### config.mk
export PLATFORM = sky130hd
export DESIGN_NAME = gdma_arb
export DESIGN_NICKNAME = d
export VERILOG_FILES = /design/src/rtl/gdma_pkg.sv /design/src/rtl/gdma_rr_pick.sv /design/src/rtl/gdma_arb.sv
export SDC_FILE = /design/constraint.sdc
export NUM_CORES = 1
export LEC_CHECK = 0
export BUFFER_PORTS_ARGS = -buffer_cell sky130_fd_sc_hd__buf_2
export CORE_AREA = 2 2 313 315
export CTS_CLUSTER_SIZE = 30
export DETAILED_ROUTE_END_ITERATION = 16
export DIE_AREA = 0 0 315 317
export GPL_TIMING_DRIVEN = 0
export RECOVER_POWER = 100
export REMOVE_ABC_BUFFERS = 1
export SLEW_MARGIN = 20
export SYNTH_ARGS = -nofsm -noshare
export SYNTH_HDL_FRONTEND = slang
export SYNTH_SLANG_ARGS = --single-unit
export TNS_END_PERCENT = 50
### constraint.sdc
create_clock -name gdma_clk -period 6.3 [get_ports gdma_clk]
set_clock_uncertainty 0.2 [all_clocks]
set_input_delay 0.945 -clock gdma_clk [delete_from_list [all_inputs] [get_ports gdma_clk]]
set_output_delay 0.945 -clock gdma_clk [all_outputs]
set_load 0.02 [all_outputs]
### src/rtl/gdma_pkg.sv
// Shared definitions for the GDMA request arbiter: default sizes and FSM encoding.
package gdma_pkg;

  localparam int NREQ = 8;
  localparam int AW   = 49;
  localparam int LW   = 32;

  typedef enum logic [1:0] {
    ST_IDLE  = 2'd0,
    ST_ISSUE = 2'd1,
    ST_WAIT  = 2'd2,
    ST_GAP   = 2'd3
  } gdma_state_e;

endpackage

### src/rtl/gdma_rr_pick.sv
// Combinational round-robin picker: first set request after i_last, wrapping to 0.
module gdma_rr_pick
  import gdma_pkg::*;
#(
  parameter int NREQ = gdma_pkg::NREQ,
  parameter int IW   = (NREQ > 1) ? $clog2(NREQ) : 1
) (
  input  logic [NREQ-1:0] i_req,
  input  logic [IW-1:0]   i_last,
  output logic [IW-1:0]   o_idx,
  output logic            o_any
);

  logic [IW-1:0] w_j;

  always_comb begin
    o_idx = '0;
    o_any = 1'b0;
    w_j   = '0;
    // k = NREQ lands back on i_last itself, so it has lowest priority
    for (int k = 1; k <= NREQ; k++) begin
      w_j = IW'((int'(i_last) + k) % NREQ);
      if (!o_any && i_req[w_j]) begin
        o_any = 1'b1;
        o_idx = w_j;
      end
    end
  end

endmodule

### src/rtl/gdma_arb.sv
// Arbitrates per-channel read/write start requests onto one shared DMA engine,
// one outstanding command at a time, with an optional idle gap after each job.
//
// state | meaning
// IDLE  | no job; grant round-robin winner when anything is pending
// ISSUE | cmd_valid high, fields frozen until cmd_ready
// WAIT  | command accepted, waiting for eng_done
// GAP   | throttle: speed_divider idle cycles before the next grant
module gdma_arb #(
  parameter int NREQ = gdma_pkg::NREQ,
  parameter int AW   = gdma_pkg::AW,
  parameter int LW   = gdma_pkg::LW
) (
  input  logic             gdma_clk,
  input  logic             gdma_rst_n,
  input  logic [NREQ-1:0]  req_start,
  input  logic [NREQ*AW-1:0] req_addr,
  input  logic [NREQ*LW-1:0] req_len,
  input  logic [31:0]      speed_divider,
  output logic             cmd_valid,
  input  logic             cmd_ready,
  output logic [2:0]       cmd_id,
  output logic [AW-1:0]    cmd_addr,
  output logic [LW-1:0]    cmd_len,
  input  logic             eng_done,
  output logic [NREQ-1:0]  req_done,
  output logic [NREQ-1:0]  pending,
  output logic             busy
);
  import gdma_pkg::*;

  localparam int IW = (NREQ > 1) ? $clog2(NREQ) : 1;

  gdma_state_e     r_state;
  logic [NREQ-1:0] r_start_q;
  logic [NREQ-1:0] r_pending;
  logic [NREQ-1:0] r_req_done;
  logic            r_armed;
  logic [IW-1:0]   r_last;
  logic [IW-1:0]   r_id;
  logic [AW-1:0]   r_addr;
  logic [LW-1:0]   r_len;
  logic            r_cmd_valid;
  logic [31:0]     r_gap_cnt;

  logic [NREQ-1:0] w_rise;
  logic [NREQ-1:0] w_gmask;
  logic [IW-1:0]   w_idx;
  logic            w_any;
  logic            w_grant;
  logic [AW-1:0]   w_sel_addr;
  logic [LW-1:0]   w_sel_len;

  gdma_rr_pick #(
    .NREQ (NREQ),
    .IW   (IW)
  ) u_rr_pick (
    .i_req  (r_pending),
    .i_last (r_last),
    .o_idx  (w_idx),
    .o_any  (w_any)
  );

  // The first cycle after reset only captures levels, so starts held high
  // through a reset do not look like fresh rising edges.
  assign w_rise     = r_armed ? (req_start & ~r_start_q) : '0;
  assign w_grant    = (r_state == ST_IDLE) && w_any;
  assign w_gmask    = w_grant ? ({{(NREQ-1){1'b0}}, 1'b1} << w_idx) : '0;
  assign w_sel_addr = req_addr[int'(w_idx)*AW +: AW];
  assign w_sel_len  = req_len[int'(w_idx)*LW +: LW];

  always_ff @(posedge gdma_clk or negedge gdma_rst_n) begin
    if (!gdma_rst_n) begin
      r_start_q <= '0;
      r_pending <= '0;
      r_armed   <= 1'b0;
    end else begin
      r_start_q <= req_start;
      r_armed   <= 1'b1;
      r_pending <= (r_pending & ~w_gmask) | w_rise;
    end
  end

  always_ff @(posedge gdma_clk or negedge gdma_rst_n) begin
    if (!gdma_rst_n) begin
      r_state     <= ST_IDLE;
      r_last      <= IW'(NREQ - 1);
      r_id        <= '0;
      r_addr      <= '0;
      r_len       <= '0;
      r_cmd_valid <= 1'b0;
      r_req_done  <= '0;
      r_gap_cnt   <= '0;
    end else begin
      r_req_done <= '0;
      case (r_state)
        ST_IDLE: begin
          if (w_any) begin
            r_last <= w_idx;
            r_id   <= w_idx;
            r_addr <= w_sel_addr;
            r_len  <= w_sel_len;
            if (w_sel_len == '0) begin
              r_req_done[w_idx] <= 1'b1;
              if (speed_divider != 32'd0) begin
                r_state   <= ST_GAP;
                r_gap_cnt <= speed_divider;
              end
            end else begin
              r_state     <= ST_ISSUE;
              r_cmd_valid <= 1'b1;
            end
          end
        end
        ST_ISSUE: begin
          if (cmd_ready) begin
            r_cmd_valid <= 1'b0;
            r_state     <= ST_WAIT;
          end
        end
        ST_WAIT: begin
          if (eng_done) begin
            r_req_done[r_id] <= 1'b1;
            if (speed_divider != 32'd0) begin
              r_state   <= ST_GAP;
              r_gap_cnt <= speed_divider;
            end else begin
              r_state <= ST_IDLE;
            end
          end
        end
        ST_GAP: begin
          if (r_gap_cnt <= 32'd1) begin
            r_state   <= ST_IDLE;
            r_gap_cnt <= '0;
          end else begin
            r_gap_cnt <= r_gap_cnt - 32'd1;
          end
        end
        default: r_state <= ST_IDLE;
      endcase
    end
  end

  assign cmd_valid = r_cmd_valid;
  assign cmd_id    = 3'(r_id);
  assign cmd_addr  = r_addr;
  assign cmd_len   = r_len;
  assign req_done  = r_req_done;
  assign pending   = r_pending;
  assign busy      = (r_state != ST_IDLE);

endmodule

==> flow_summary.ini <==
[grt]
antenna_found_initial = 52
grt_use_met1_pct = 21.33
grt_pass1_vias = 17491
use_met2_pct = 27.43
grt_overflow = 0
grt_max_degree = 80
grt_pass1_wl_mm = 123.4
grt_use_total_pct = 17.32
top_usage_layer = met2
grt_util_met3_pct = 5.765

[pwr]
ir_worst_vdd_mv = 0.3129
p_leak_nw = 9.227
power_density_nw_per_um2 = 541.9

[clock_network]
cts.clk_slew.worst_paths_ns = 0.08
insertion_delay_ns = 0.50
numCtsBuffers = 17
h-tree-depth = 4
clock_sinks = 147
cts_buffer_depth = 2
root_buffer = clkbuf_16
cts_tree = yes

[finish]
drive_above_1_share_pct = 33.95
final_cell_mix = buf_2, nand2_1, dfrtp_1, nand3_1, clkbuf_1
final_common_cell = buf_2
layout.nets = 3319
area_delta_synth_final_pct = 52.58

[placed_design]
place_ws_ns = -2.374
dp_hpwl_mm = 72.26
numPortBuffers = 793
gp_congestion = 0.9315

[detailed_routing]
dr.pass1.iters = 5
finalWirelength_mm = 90.80
route.detailed.drc = 0
antenna_left = 0
wl_per_cell_um = 23.09
vias = 18407
vias_per_cell = 4.681
drt_iter0_drc = 1454

[setup_path]
start_kind = register
cp_max_fo = 25
crit_required_ns = 6.54
crit_type = reg -> reg
cp.arrival_ns = 6.58
end_kind = register

[die]
initial_core_util_pct = 13.92
dieArea_um2 = 99860
die_x_um = 315
io_pins = 794
num_rows = 114
coreArea_um2 = 96280
die_height_um = 317

[yosys]
synthesis.area_um2 = 13400
syn_area_per_cell_um2 = 7.118
yosysUniqueCellTypes = 74
ys_ff_latch = 147
synth_edf_count = 0
synthCells = 1883
ys_warn_count = 0
ys_seq_area_share_pct = 27.47
async_flop_share_pct = 100.0
synth-main-ff-cell = dfrtp_1

[timing]
fin_ws_ns = -0.03979
fin_hold_ws_ns = 0.2434
finalCriticalPeriod_ns = 6.340
tightest_slew_ns = 3.640
fin_crit_sh_pct = 100.6
rsz0062_at_grt = no
hold_violations = 0
clock.fmax_mhz = 157.7
setup_viol = 1
final_max_slew_viol_count = 157
relSlewSlack_pct = -142.6

[run]
maxCapViolations = 4

[run_status]
violations = max-capacitance violations, max-slew violations, negative setup slack
status = finished with violations

[worst_hold_path]
min_path_type = reg -> reg
[kinds of logic after synthesis]
family	after synthesis	share of synthesized area, %
other	1	0.02798
multiplexers	82	7.384
AND/OR/NAND/NOR	963	31.81
adder cells (fa/ha/maj)	4	0.3734
XOR/XNOR	3	0.1961
flip-flops	147	27.47
AO/OA/AOI/OAI	495	26.47
buffers and inverters	188	6.264
[synth_stat cells (4+ instances only)]
library cell	n	area share, %
ha_1	4	0.37
dfrtp_1	144	27
o211a_1	9	0.67
buf_6	6	0.50
mux2i_1	46	3.4
a31oi_1	51	2.4
o211ai_1	5	0.28
nor4_1	16	0.75
o311ai_0	10	0.65
or2_2	7	0.33
or3_1	16	0.75
or4_1	7	0.39
a221oi_1	8	0.52
o41ai_1	9	0.59
nor3_1	34	1.3
buf_1	21	0.59
a22oi_1	33	1.8
a211oi_1	19	1.1
and2_1	29	1.4
nor2_1	55	1.5
o21ai_0	78	2.9
o31ai_1	17	0.95
nand3_1	126	4.7
nor3b_1	4	0.22
o311a_1	8	0.60
a32o_1	17	1.3
mux2_1	5	0.42
buf_2	18	0.67
mux4_2	11	1.8
o221ai_1	8	0.52
a21o_1	5	0.28
buf_4	15	0.84
a221o_1	43	3.2
a22o_1	4	0.26
a311oi_1	51	3.3
nand4_1	10	0.47
mux2_2	20	1.7
nand2_1	587	16
and3_1	59	2.8
inv_1	16	0.45
a21oi_1	98	3.7
clkbuf_1	107	3.0
[sequential cells by signal (all words and copies together), names as in the netlist, 2 cells and up]
name	flops
cmd_addr	49
r_state	2
cmd_len	32
r_gap_cnt	32
cmd_id	3
pending	8
r_last	3
req_done	8
r_start_q	8
[cell type report]
class | count | area [um^2]
antenna | 20 | 50.05
fill | 10824 | 75830
timing repair buffer | 888 | 5269
sequential | 147 | 3686
multi-input combinational | 1550 | 9171
inverter | 19 | 86.33
clock inverter | 13 | 140.1
clock buffer | 19 | 452.9
tap | 1276 | 1597
[report_power, final]
group          leakage [nW]  internal (mW)  switching, mW
combinational          7.18           3.05           5.24
clock                 0.291          0.578          0.546
sequential             1.76           1.34          0.328
total                  9.23           4.97           6.11
[per-layer routing]
layer  routed length (um)  part of all wire, %
met1                37650                   41
met2                40980                   45
met3                 8326                  9.2
met4                 3729                  4.1
met5                  111                 0.12
[metrics by stage]
step                util (%)   TNS, ns  area, um^2  total power, mW  cells
detailed placement     20.11    -93.15       19360            9.296   3832
finish                 21.24  -0.03979       20450            11.08   3932
global route           21.21         0       20420            11.82   3919
floorplan                  -   -733.95       12640            6.327   1714
global placement       18.90  -2351.20       18200            8.551   3783
CTS                    21.11         0       20330            10.76   3893
[path summary, 6_finish.rpt]
kind / startpoint / to / slack (ns) / depth (start not counted)
worst min register to register: r_start_q[6] / pending[6] / 0.24 / 1
max in group asynchronous: gdma_rst_n / cmd_addr[11] / 0.92 / 3
worst max register to register: r_last[0] / cmd_addr[41] / -0.04 / 14
min in group asynchronous: gdma_rst_n / r_gap_cnt[28] / 0.82 / 2
worst max-delay path: r_last[0] / cmd_addr[41] / -0.04 / 14
worst min-delay path: r_start_q[6] / pending[6] / 0.24 / 1
[what timing repair did]
item,CTS,global route
hold endpoints to repair,11,0
gates cloned,3,3
buffers inserted,25,17
pin swaps,13,14
setup endpoints to repair,48,41
hold buffers,1,0
gates resized for setup,23,34
[worst max-delay path: stages (launching register included)]
cell and delay [ns]:
dfstp_4 0.65, clkinvlp_4 0.12, ha_4 0.34, mux4_2 0.35, mux2_2 0.31, or3b_4 0.44, nor3_4 0.35, buf_6 0.16
a211o_4 0.18, inv_8 0.10, nor2_1 1.27, a22oi_1 0.65, o221ai_1 0.83, o21ai_0 0.20, nand2_1 0.11
Power figures use the tool's default switching activity.
